===== src/rtl/rv_pkg.sv =====
// Shared encodings for the RV32 multi-cycle controller: opcodes, ALU ops,
// mux selects, trap causes and the controller state set.
package rv_pkg;

    localparam logic [6:0] OP_R      = 7'b0110011;
    localparam logic [6:0] OP_I      = 7'b0010011;
    localparam logic [6:0] OP_LOAD   = 7'b0000011;
    localparam logic [6:0] OP_STORE  = 7'b0100011;
    localparam logic [6:0] OP_BRANCH = 7'b1100011;
    localparam logic [6:0] OP_JAL    = 7'b1101111;
    localparam logic [6:0] OP_JALR   = 7'b1100111;
    localparam logic [6:0] OP_LUI    = 7'b0110111;
    localparam logic [6:0] OP_AUIPC  = 7'b0010111;

    localparam logic [6:0] F7_MULDIV = 7'b0000001;

    localparam logic [3:0] ALU_ADD  = 4'd0;
    localparam logic [3:0] ALU_SUB  = 4'd1;
    localparam logic [3:0] ALU_SLL  = 4'd2;
    localparam logic [3:0] ALU_SLT  = 4'd3;
    localparam logic [3:0] ALU_SLTU = 4'd4;
    localparam logic [3:0] ALU_XOR  = 4'd5;
    localparam logic [3:0] ALU_SRL  = 4'd6;
    localparam logic [3:0] ALU_SRA  = 4'd7;
    localparam logic [3:0] ALU_OR   = 4'd8;
    localparam logic [3:0] ALU_AND  = 4'd9;

    localparam logic [1:0] PC_PLUS4 = 2'b00;
    localparam logic [1:0] PC_ALU   = 2'b01;
    localparam logic [1:0] PC_TRAP  = 2'b10;

    localparam logic [1:0] WB_ALU = 2'b00;
    localparam logic [1:0] WB_MEM = 2'b01;
    localparam logic [1:0] WB_PC4 = 2'b10;
    localparam logic [1:0] WB_MD  = 2'b11;

    localparam logic [1:0] CAUSE_NONE    = 2'b00;
    localparam logic [1:0] CAUSE_ILLEGAL = 2'b01;
    localparam logic [1:0] CAUSE_TIMEOUT = 2'b10;

    typedef enum logic [2:0] {
        S_FETCH, S_DECODE, S_EXEC, S_MEM, S_MD_WAIT, S_WB, S_TRAP
    } state_t;

    function automatic logic is_legal_op(input logic [6:0] op);
        case (op)
            OP_R, OP_I, OP_LOAD, OP_STORE, OP_BRANCH,
            OP_JAL, OP_JALR, OP_LUI, OP_AUIPC: is_legal_op = 1'b1;
            default:                           is_legal_op = 1'b0;
        endcase
    endfunction

endpackage


===== src/rtl/rv_alu_dec.sv =====
// Combinational ALU function select from opcode/funct3/funct7[5].
// Zero latency; no flow control.
module rv_alu_dec
    import rv_pkg::*;
#(
    parameter int ALU_OP_W = 4
) (
    input  logic [6:0]          opcode,
    input  logic [2:0]          funct3,
    input  logic                funct7_5,
    output logic [ALU_OP_W-1:0] alu_op
);

    logic [3:0] op;

    always_comb begin
        op = ALU_ADD;
        if (opcode == OP_BRANCH) begin
            op = ALU_SUB;
        end else if (opcode == OP_R || opcode == OP_I) begin
            case (funct3)
                // ADDI has no subtract form; funct7[5] there is immediate data
                3'b000: op = (opcode == OP_R && funct7_5) ? ALU_SUB : ALU_ADD;
                3'b001: op = ALU_SLL;
                3'b010: op = ALU_SLT;
                3'b011: op = ALU_SLTU;
                3'b100: op = ALU_XOR;
                3'b101: op = funct7_5 ? ALU_SRA : ALU_SRL;
                3'b110: op = ALU_OR;
                3'b111: op = ALU_AND;
            endcase
        end
    end

    assign alu_op = ALU_OP_W'(op);

endmodule


===== src/rtl/rv_multicycle_ctrl.sv =====
// Multi-cycle RV32 control FSM: FETCH/DECODE/EXEC/MEM/WB plus MD_WAIT and TRAP.
// Holds mem_req until mem_ready (optional timeout trap); waits on md_done.
module rv_multicycle_ctrl
    import rv_pkg::*;
#(
    parameter int HAS_M       = 1,
    parameter int MEM_TIMEOUT = 0,
    parameter int ALU_OP_W    = 4
) (
    input  logic                clk,
    input  logic                rst,
    input  logic [31:0]         instr,
    input  logic                mem_ready,
    input  logic                md_done,
    input  logic                br_taken,
    output logic                mem_req,
    output logic                mem_we,
    output logic                addr_sel,
    output logic                ir_write,
    output logic                pc_write,
    output logic [1:0]          pc_sel,
    output logic                reg_write,
    output logic [1:0]          wb_sel,
    output logic [ALU_OP_W-1:0] alu_op,
    output logic                alu_src_b,
    output logic                md_start,
    output logic                trap,
    output logic [1:0]          trap_cause
);

    localparam int CNT_W = (MEM_TIMEOUT > 0) ? $clog2(MEM_TIMEOUT + 1) : 1;

    state_t               state, state_nx;
    logic [CNT_W-1:0]     wait_cnt, wait_cnt_nx;
    logic [1:0]           cause_q, cause_nx;
    logic [ALU_OP_W-1:0]  dec_alu_op;
    logic [6:0]           opcode;
    logic                 is_load, is_store, is_branch, is_jump, is_rtype, is_muldiv;
    logic                 legal, timeout;
    logic                 unused_instr_bits;

    assign opcode    = instr[6:0];
    assign is_load   = (opcode == OP_LOAD);
    assign is_store  = (opcode == OP_STORE);
    assign is_branch = (opcode == OP_BRANCH);
    assign is_jump   = (opcode == OP_JAL) || (opcode == OP_JALR);
    assign is_rtype  = (opcode == OP_R);
    assign is_muldiv = is_rtype && (instr[31:25] == F7_MULDIV);
    assign legal     = is_legal_op(opcode);
    assign unused_instr_bits = ^instr[24:15];

    // mem_ready in the deadline cycle still completes the access
    assign timeout = (MEM_TIMEOUT > 0) && (wait_cnt == CNT_W'(MEM_TIMEOUT)) && !mem_ready;

    rv_alu_dec #(.ALU_OP_W(ALU_OP_W)) u_alu_dec (
        .opcode   (opcode),
        .funct3   (instr[14:12]),
        .funct7_5 (instr[30]),
        .alu_op   (dec_alu_op)
    );

    always_ff @(posedge clk) begin
        if (rst) begin
            state    <= S_FETCH;
            wait_cnt <= '0;
            cause_q  <= CAUSE_NONE;
        end else begin
            state    <= state_nx;
            wait_cnt <= wait_cnt_nx;
            cause_q  <= cause_nx;
        end
    end

    always_comb begin
        state_nx   = state;
        cause_nx   = cause_q;
        mem_req    = 1'b0;
        mem_we     = 1'b0;
        addr_sel   = 1'b0;
        ir_write   = 1'b0;
        pc_write   = 1'b0;
        pc_sel     = PC_PLUS4;
        reg_write  = 1'b0;
        wb_sel     = WB_ALU;
        alu_op     = '0;
        alu_src_b  = 1'b0;
        md_start   = 1'b0;
        trap       = 1'b0;
        trap_cause = cause_q;

        case (state)
            S_FETCH: begin
                mem_req = !timeout;
                if (mem_ready) begin
                    ir_write = 1'b1;
                    state_nx = S_DECODE;
                end else if (timeout) begin
                    state_nx = S_TRAP;
                    cause_nx = CAUSE_TIMEOUT;
                end
            end
            S_DECODE: begin
                if (!legal || (is_muldiv && HAS_M == 0)) begin
                    state_nx = S_TRAP;
                    cause_nx = CAUSE_ILLEGAL;
                end else if (is_muldiv) begin
                    md_start = 1'b1;
                    state_nx = S_MD_WAIT;
                end else begin
                    state_nx = S_EXEC;
                end
            end
            S_EXEC: begin
                alu_op    = dec_alu_op;
                alu_src_b = !(is_rtype || is_branch);
                if (is_load || is_store) begin
                    state_nx = S_MEM;
                end else if (is_branch) begin
                    pc_write = 1'b1;
                    pc_sel   = br_taken ? PC_ALU : PC_PLUS4;
                    state_nx = S_FETCH;
                end else begin
                    state_nx = S_WB;
                end
            end
            S_MEM: begin
                mem_req  = !timeout;
                mem_we   = is_store && !timeout;
                addr_sel = 1'b1;
                if (mem_ready) begin
                    if (is_store) begin
                        pc_write = 1'b1;
                        state_nx = S_FETCH;
                    end else begin
                        state_nx = S_WB;
                    end
                end else if (timeout) begin
                    state_nx = S_TRAP;
                    cause_nx = CAUSE_TIMEOUT;
                end
            end
            S_MD_WAIT: begin
                if (md_done) state_nx = S_WB;
            end
            S_WB: begin
                reg_write = (instr[11:7] != 5'd0);
                if (is_load)        wb_sel = WB_MEM;
                else if (is_jump)   wb_sel = WB_PC4;
                else if (is_muldiv) wb_sel = WB_MD;
                pc_write = 1'b1;
                pc_sel   = is_jump ? PC_ALU : PC_PLUS4;
                state_nx = S_FETCH;
            end
            S_TRAP: begin
                trap     = 1'b1;
                pc_write = 1'b1;
                pc_sel   = PC_TRAP;
                state_nx = S_FETCH;
            end
            default: state_nx = S_FETCH;
        endcase

        // Wait counter only runs while a memory phase keeps waiting
        if ((state == S_FETCH || state == S_MEM) && state_nx == state)
            wait_cnt_nx = wait_cnt + 1'b1;
        else
            wait_cnt_nx = '0;

        if (rst) begin
            mem_req    = 1'b0;
            mem_we     = 1'b0;
            addr_sel   = 1'b0;
            ir_write   = 1'b0;
            pc_write   = 1'b0;
            pc_sel     = PC_PLUS4;
            reg_write  = 1'b0;
            wb_sel     = WB_ALU;
            alu_op     = '0;
            alu_src_b  = 1'b0;
            md_start   = 1'b0;
            trap       = 1'b0;
            trap_cause = CAUSE_NONE;
        end
    end

endmodule

===== config.mk =====
export PLATFORM = sky130hd
export DESIGN_NAME = rv_multicycle_ctrl
export DESIGN_NICKNAME = d
export VERILOG_FILES = /design/src/rtl/rv_pkg.sv /design/src/rtl/rv_alu_dec.sv /design/src/rtl/rv_multicycle_ctrl.sv
export SDC_FILE = /design/constraint.sdc
export NUM_CORES = 1
export LEC_CHECK = 0
export ABC_AREA = 1
export BUFFER_PORTS_ARGS = -buffer_cell sky130_fd_sc_hd__buf_2
export CAP_MARGIN = 25
export CORE_ASPECT_RATIO = 0.8
export CORE_MARGIN = 4
export CORE_UTILIZATION = 41
export DETAILED_ROUTE_END_ITERATION = 8
export GPL_TIMING_DRIVEN = 0
export MAX_ROUTING_LAYER = met4
export PLACE_DENSITY = 0.8
export SLEW_MARGIN = 30
export SYNTH_ARGS = -nofsm -noshare
export SYNTH_HDL_FRONTEND = slang
export SYNTH_HIERARCHICAL = 1
export SYNTH_SLANG_ARGS = --single-unit

===== constraint.sdc =====
create_clock -name clk -period 1.7 [get_ports clk]
set_input_delay 0.425 -clock clk [delete_from_list [all_inputs] [get_ports clk]]
set_output_delay 0.425 -clock clk [all_outputs]
set_load 0.05 [all_outputs]

==> summary.txt, run 1 <==
Setup Viol. Count Final = 17
outcome = finished, violations left
largest net degree at the start of global routing = 11
routability cong. = 0.8589
Syn Area/Cell = 5.109 um^2
Syn Inst Count = 156
minimum clock period after layout = 2.020 ns
critical path startpoint category = input pin
Min-Delay Path Class = register to register
Power Density = 827.3 nW/um^2
Reg clk slew, reported paths = 0.04 ns
Mapped Nets = 193
Max Fclk = 0.4949 GHz
reg2reg end = state[0]$_SDFFE_PP0P_
DR DRC count = 0
Worst Setup End Kind = output pin
endpoints failing hold = 0
vias per cell = 6.197
Routed Antenna Nets = 0
aggregate global-route resource usage = 0.2731
share of the yosys chip area belonging to registers = 0.1005
failing checks = setup timing
fraction of layout cells with a size suffix above 1 = 0.6389
Initial Util = 0.4623
drt wl/cell = 19.54 um
Synth Register Bits = 4
crit path DAT = 1.60 ns
CTS tree = built
vias in the first global route = 1238
Leak = 0.0007403 uW
post-synthesis cell type count = 28
max-cap violation count = 0
CTS HTree Levels = 1
most frequent cell after synthesis = nand2_1
Initial DRC Count = 150
VDD IR max = 953.5 uV
Critical Path RT = 1.27 ns
hold buffers post-CTS = 0
Post-synth EDFFs = 0
Critical Path Fanout Max = 3
Nets = 255
first-pass GRT wire length = 5.409 mm
drt pass-1 iters = 5
final WL = 4.650 mm
chip height = 47.44 um
ANT cells = 0
top area cells in the synthesized netlist = nand2_1, nor2_1, dfxtp_1, inv_1, inv_2
cts bufs inserted = 3
initial antenna violation count = 0
row count = 13
fin. max-slew vios = 0
total power = 1363 uW
CTS Sinks = 4
Setup crit end = md_start
Finished Core Util = 0.9557
Main synth FF type = dfxtp_1
Clock Skew = 0.002383 ns
R2R Setup Slk = 0.15 ns
Post-synth ARST share = 0
CTS Buffer Depth = 2
DPL Wire Length = 2.079 mm
PnR worst setup slack = -0.3205 ns
Synth area leader = nand2_1
RSZ-0062 raised after global routing = true
Die ar. = 2718 um^2
CTS root buffer = clkbuf_4
Crit. Startpoint = instr[29]
clk_lat worst skew = 0.24 ns
IO Pins = 56
Syn. warnings = 6
setup TNS = -2.871 ns
Post-synth top cells = nand2_1, nor2_1, inv_1
top cell type's share of synthesized area = 0.1695
input/output buffers = 44
R2R depth = 10
Syn Std Cell Area = 797.0 um^2
core area = 1724 um^2
Crit Path Category = input pin to output pin
P&R area growth vs syn = 106.8%
reg2reg start = state[0]$_SDFFE_PP0P_
Tcrit/Tclk final = 1.189
chip width = 57.30 um
grt total ovfl = 0
total number of vias = 1475
## sequential cells by signal (all words and copies together), names as in the netlist
| name | flops |
|---|---|
| state | 3 |
| cause_q | 1 |
## layout make-up
class	instances	area, um^2
tap	22	27.53
fill	44	76.32
sequential	4	91.34
buffer	2	12.51
clock buffer	3	22.52
multi-input combinational	119	887.1
inverter	31	133.9
timing repair buffer	57	473.0
## what timing repair did
| item | CTS | global route |
|---|---|---|
| endpoints found under the setup margin | 18 | 16 |
| buffers inserted | 9 | 4 |
| pin swaps | 21 | 14 |
| resized for setup | 76 | 15 |
## logic make-up after synthesis
kind of cell	count (synthesis)	share of synthesized area
AOI/OAI and AO/OA	14	0.1272
buffers and inverters	33	0.1601
DFF	4	0.1005
other	1	0.004705
and+or+nand+nor	104	0.6075
## critical path, stage by stage
cell and delay, ns:
buf_6 0.09, or2_1 0.24, nor3_2 0.24, nand2_2 0.15, inv_2 0.10, nand2_2 0.07, nor2_4 0.11, buf_6 0.16
## worst min path at each step
stage | from | to | slack, ns | depth (start not counted)
6_report | cause_q[0]$_SDFFE_PP0P_ | cause_q[0]$_SDFFE_PP0P_ | 0.48 | 2
3_3_place_gp | cause_q[0]$_SDFFE_PP0P_ | cause_q[0]$_SDFFE_PP0P_ | 0.47 | 2
5_1_grt | cause_q[0]$_SDFFE_PP0P_ | cause_q[0]$_SDFFE_PP0P_ | 0.50 | 2
4_1_cts | md_done | state[2]$_SDFFE_PP0P_ | 0.47 | 4
3_5_place_dp | cause_q[0]$_SDFFE_PP0P_ | cause_q[0]$_SDFFE_PP0P_ | 0.47 | 2
2_1_floorplan | cause_q[0]$_SDFFE_PP0P_ | cause_q[0]$_SDFFE_PP0P_ | 0.46 | 2
## placed cells by master (no fill, tap or decap), types with 2 or more instances in the layout
cell type  synthesis  routed
inv_4              0       3
clkbuf_4           0       4
nand4_1            2       2
dfxtp_4            0       3
a21oi_1            4       2
buf_2              0      22
nor3_2             2       3
a21oi_2            2       2
nor4_4             0       2
buf_4              1      13
buf_6              0      20
nand3_1            7       5
nor3_4             1       5
inv_1             18      15
buf_8              0       3
nand2_1           36      27
nand3_2            2       3
o21ai_2            2       2
nor3_1             8       3
inv_2             13      11
nand2_4            0       3
o21ai_1            2       2
inv_6              0       2
a21oi_4            0       2
nor2_2             2       8
nand2_2            4       9
nor2_1            34      15
nor2_4             0      13
## per-stage QoR
step / setup slack, ns / cells / area, um^2 / hold slack [ns]
after detailed placement: -0.3716 / 222 / 1236 / 0.4736
after CTS: -0.2255 / 234 / 1569 / 0.4675
after floorplan: -0.1973 / 156 / 988.4 / 0.4552
final: -0.3205 / 238 / 1648 / 0.4793
after global placement: -0.3526 / 222 / 1236 / 0.4676
after global routing: -0.3640 / 238 / 1648 / 0.5009
## power breakdown
group	internal (uW)	switching [uW]
Sequential	146	65.2
Combinational	373	661
Clock	79.0	38.8
Total	598	765
## metal layers
metal	vias to the layer above	routed length [um]	GRT usage
met3	53	648	0.05930
met4	0	357	0.1157
met5	-	0	-
met2	169	2079	0.4943
li1	610	-	-
met1	643	1565	0.2994
No activity file was read; power rests on OpenSTA's default activity.
==> inputs of run 2 (changes only) <==
Settings changed: PLACE_DENSITY 0.8 to default, PLACE_DENSITY_LB_ADDON from default to 0.3.
==> summary.txt, run 2 (synthesized netlist as in run 1, its figures left out) <==
outcome = finished, violations left
failing checks = setup timing
most frequent cells in the layout = nand2_1, buf_2, nor2_1
PnR worst setup slack = -0.2204 ns (+0.1001 ns)
# fillers = 72 (+64%)
CTS Sinks = 4 (unchanged)
vias in the first global route = 1201 (-3.0%)
Max Fclk = 0.5207 GHz (+5.2%)
Crit. Startpoint = instr[6]
Fin Hold WS = 0.4732 ns (-0.006143 ns)
routability cong. = 0.8629 (+0.47%)
total number of vias = 1291 (-12%)
fin. max-slew vios = 0 (unchanged)
Power Density = 811.5 nW/um^2 (-1.9%)
Min-Delay Path Class = input pin to register
row count = 13 (unchanged)
CTS tree = built
Reg clk slew, reported paths = 0.04 ns (about the same)
Setup crit end = wb_sel[1]
drt wl/cell = 14.92 um (-24%)
final WL = 3.521 mm (-24%)
Setup Viol. Count Final = 15 (-2)
Leak = 0.0007188 uW (-2.9%)
reg2reg end = state[0]$_SDFFE_PP0P_
Crit Path Category = input pin to output pin
P&R area growth vs syn = 97.96%
largest net degree at the start of global routing = 11 (unchanged)
DPL Wire Length = 2.251 mm (+8.3%)
dpl cells = 222 (unchanged)
VDD IR max = 627.4 uV (-34%)
reg2reg start = state[0]$_SDFFE_PP0P_
DR DRC count = 0 (unchanged)
Critical Path RT = 1.27 ns (about the same)
Clock Skew = 0.005518 ns (+0.003135 ns)
critical path startpoint category = input pin
Finished Core Util = 0.9151 (-0.04064)
hold buffers post-CTS = 0 (unchanged)
chip height = 47.44 um (unchanged)
Internal = 562.0 uW (-6.0%)
Initial DRC Count = 47 (-69%)
vias per cell = 5.470 (-12%)
Routed Antenna Nets = 0 (unchanged)
grt total ovfl = 0 (unchanged)
endpoints failing hold = 0 (unchanged)
commonest non-fill, non-tap cell in the layout = nand2_1
initial antenna violation count = 0 (unchanged)
Hold Startpoint = md_done
Initial Util = 0.4623 (unchanged)
R2R Setup Slk = 0.24 ns (+0.09 ns)
Psw = 718.4 uW (-6.1%)
clock power share = 0.108 (+0.022)
drt pass-1 iters = 4 (-1)
Non-Filler Instances = 236 (-0.84%)
crit path DAT = 1.50 ns (-0.10 ns)
switching part of the total = 0.5611 (about the same)
ANT cells = 0 (unchanged)
input/output buffers = 44 (unchanged)
max-cap violation count = 0 (unchanged)
combinational power share = 0.727 (-0.032)
Nets = 253 (-0.78%)
setup TNS = -2.288 ns (+0.5832 ns)
Critical Path Fanout Max = 8 (+5)
IO Pins = 56 (unchanged)
CTS HTree Levels = 1 (unchanged)
first-pass GRT wire length = 5.202 mm (-3.8%)
Worst Setup End Kind = output pin
Die ar. = 2718 um^2 (unchanged)
top flop regs = state: 3 flops, cause_q: 1 flops
CTS Buffer Depth = 2 (unchanged)
largest reg by FF count = state
CTS root buffer = clkbuf_4
core area = 1724 um^2 (unchanged)
Reg power frac = 0.165 (+0.010)
Tcrit/Tclk final = 1.130 (-0.05889)
RSZ-0062 raised after global routing = true
fraction of layout cells with a size suffix above 1 = 0.5981 (-0.04076)
cts bufs inserted = 3 (unchanged)
chip width = 57.30 um (unchanged)
aggregate global-route resource usage = 0.2631 (-0.01005)
minimum clock period after layout = 1.920 ns (-0.1001 ns)
max FFs per register = 3 (unchanged)
R2R depth = 10 (unchanged)
clk_lat worst skew = 0.26 ns (+0.02 ns)
run 2: changes by cell type in the layout (fill, tap and decap cells not counted), moves of 2 or more:
cell    previous run  this run
inv_1             15        17
nor2_2             8         5
buf_2             22        25
buf_6             20        14
nor2_1            15        19
run 2: repair_timing:
item	CTS	global route
pin swaps	18	7
buffers inserted	8	3
gates resized for setup	60	10
endpoints found under the hold margin	0	0
setup endpoints to repair	18	17
run 2: layer usage:
metal / GRT usage / share of wire / vias to the layer above
li1: - / - / 612
met1: 0.2790 / 0.39 / 594
met2: 0.5080 / 0.51 / 71
met3: 0.04043 / 0.076 / 14
met4: 0.1019 / 0.026 / 0
met5: - / 0 / -
run 2: layout make-up:
| type | count | area, um^2 | area share |
|---|---|---|---|
| buffer | 2 | 12.51 | 0.007930 |
| clock buffer | 3 | 22.52 | 0.01427 |
| multi-input combinational | 119 | 857.1 | 0.5432 |
| inverter | 31 | 131.4 | 0.08327 |
| tap | 22 | 27.53 | 0.01745 |
| timing repair buffer | 55 | 435.4 | 0.2760 |
| sequential | 4 | 91.34 | 0.05789 |
run 2: worst max-delay path, cell delays in order:
cell,delay [ns]
buf_2,0.17
nor2_2,0.14
nand2_1,0.11
nor2_4,0.13
nand2_2,0.11
a211oi_4,0.22
buf_6,0.18
run 2: worst min-delay path by stage:
stage                                          to  slack, ns  cells past startpoint
after floorplan           cause_q[0]$_SDFFE_PP0P_       0.46                      2
after global placement    cause_q[0]$_SDFFE_PP0P_       0.47                      2
after detailed placement  cause_q[0]$_SDFFE_PP0P_       0.48                      2
after CTS                   state[2]$_SDFFE_PP0P_       0.47                      4
after global routing        state[2]$_SDFFE_PP0P_       0.50                      4
final                       state[2]$_SDFFE_PP0P_       0.47                      4
run 2: through the flow:
step / worst slack [ns] / power, uW / cell area (um^2)
after floorplan: -0.1973 / 721.4 / 988.4
after global placement: -0.3481 / 848.9 / 1236
after detailed placement: -0.3716 / 877.9 / 1236
after CTS: -0.2494 / 1232 / 1523
after global routing: -0.2855 / 1342 / 1578
final: -0.2204 / 1280 / 1578
run 2: power by group through the flow:
stage	sequential [uW]	clock (uW)	combinational [uW]
5_1_grt	215	139	988
3_3_place_gp	184	0	665
6_report	212	138	931
2_1_floorplan	179	0	543
4_1_cts	209	139	884
3_5_place_dp	187	0	690
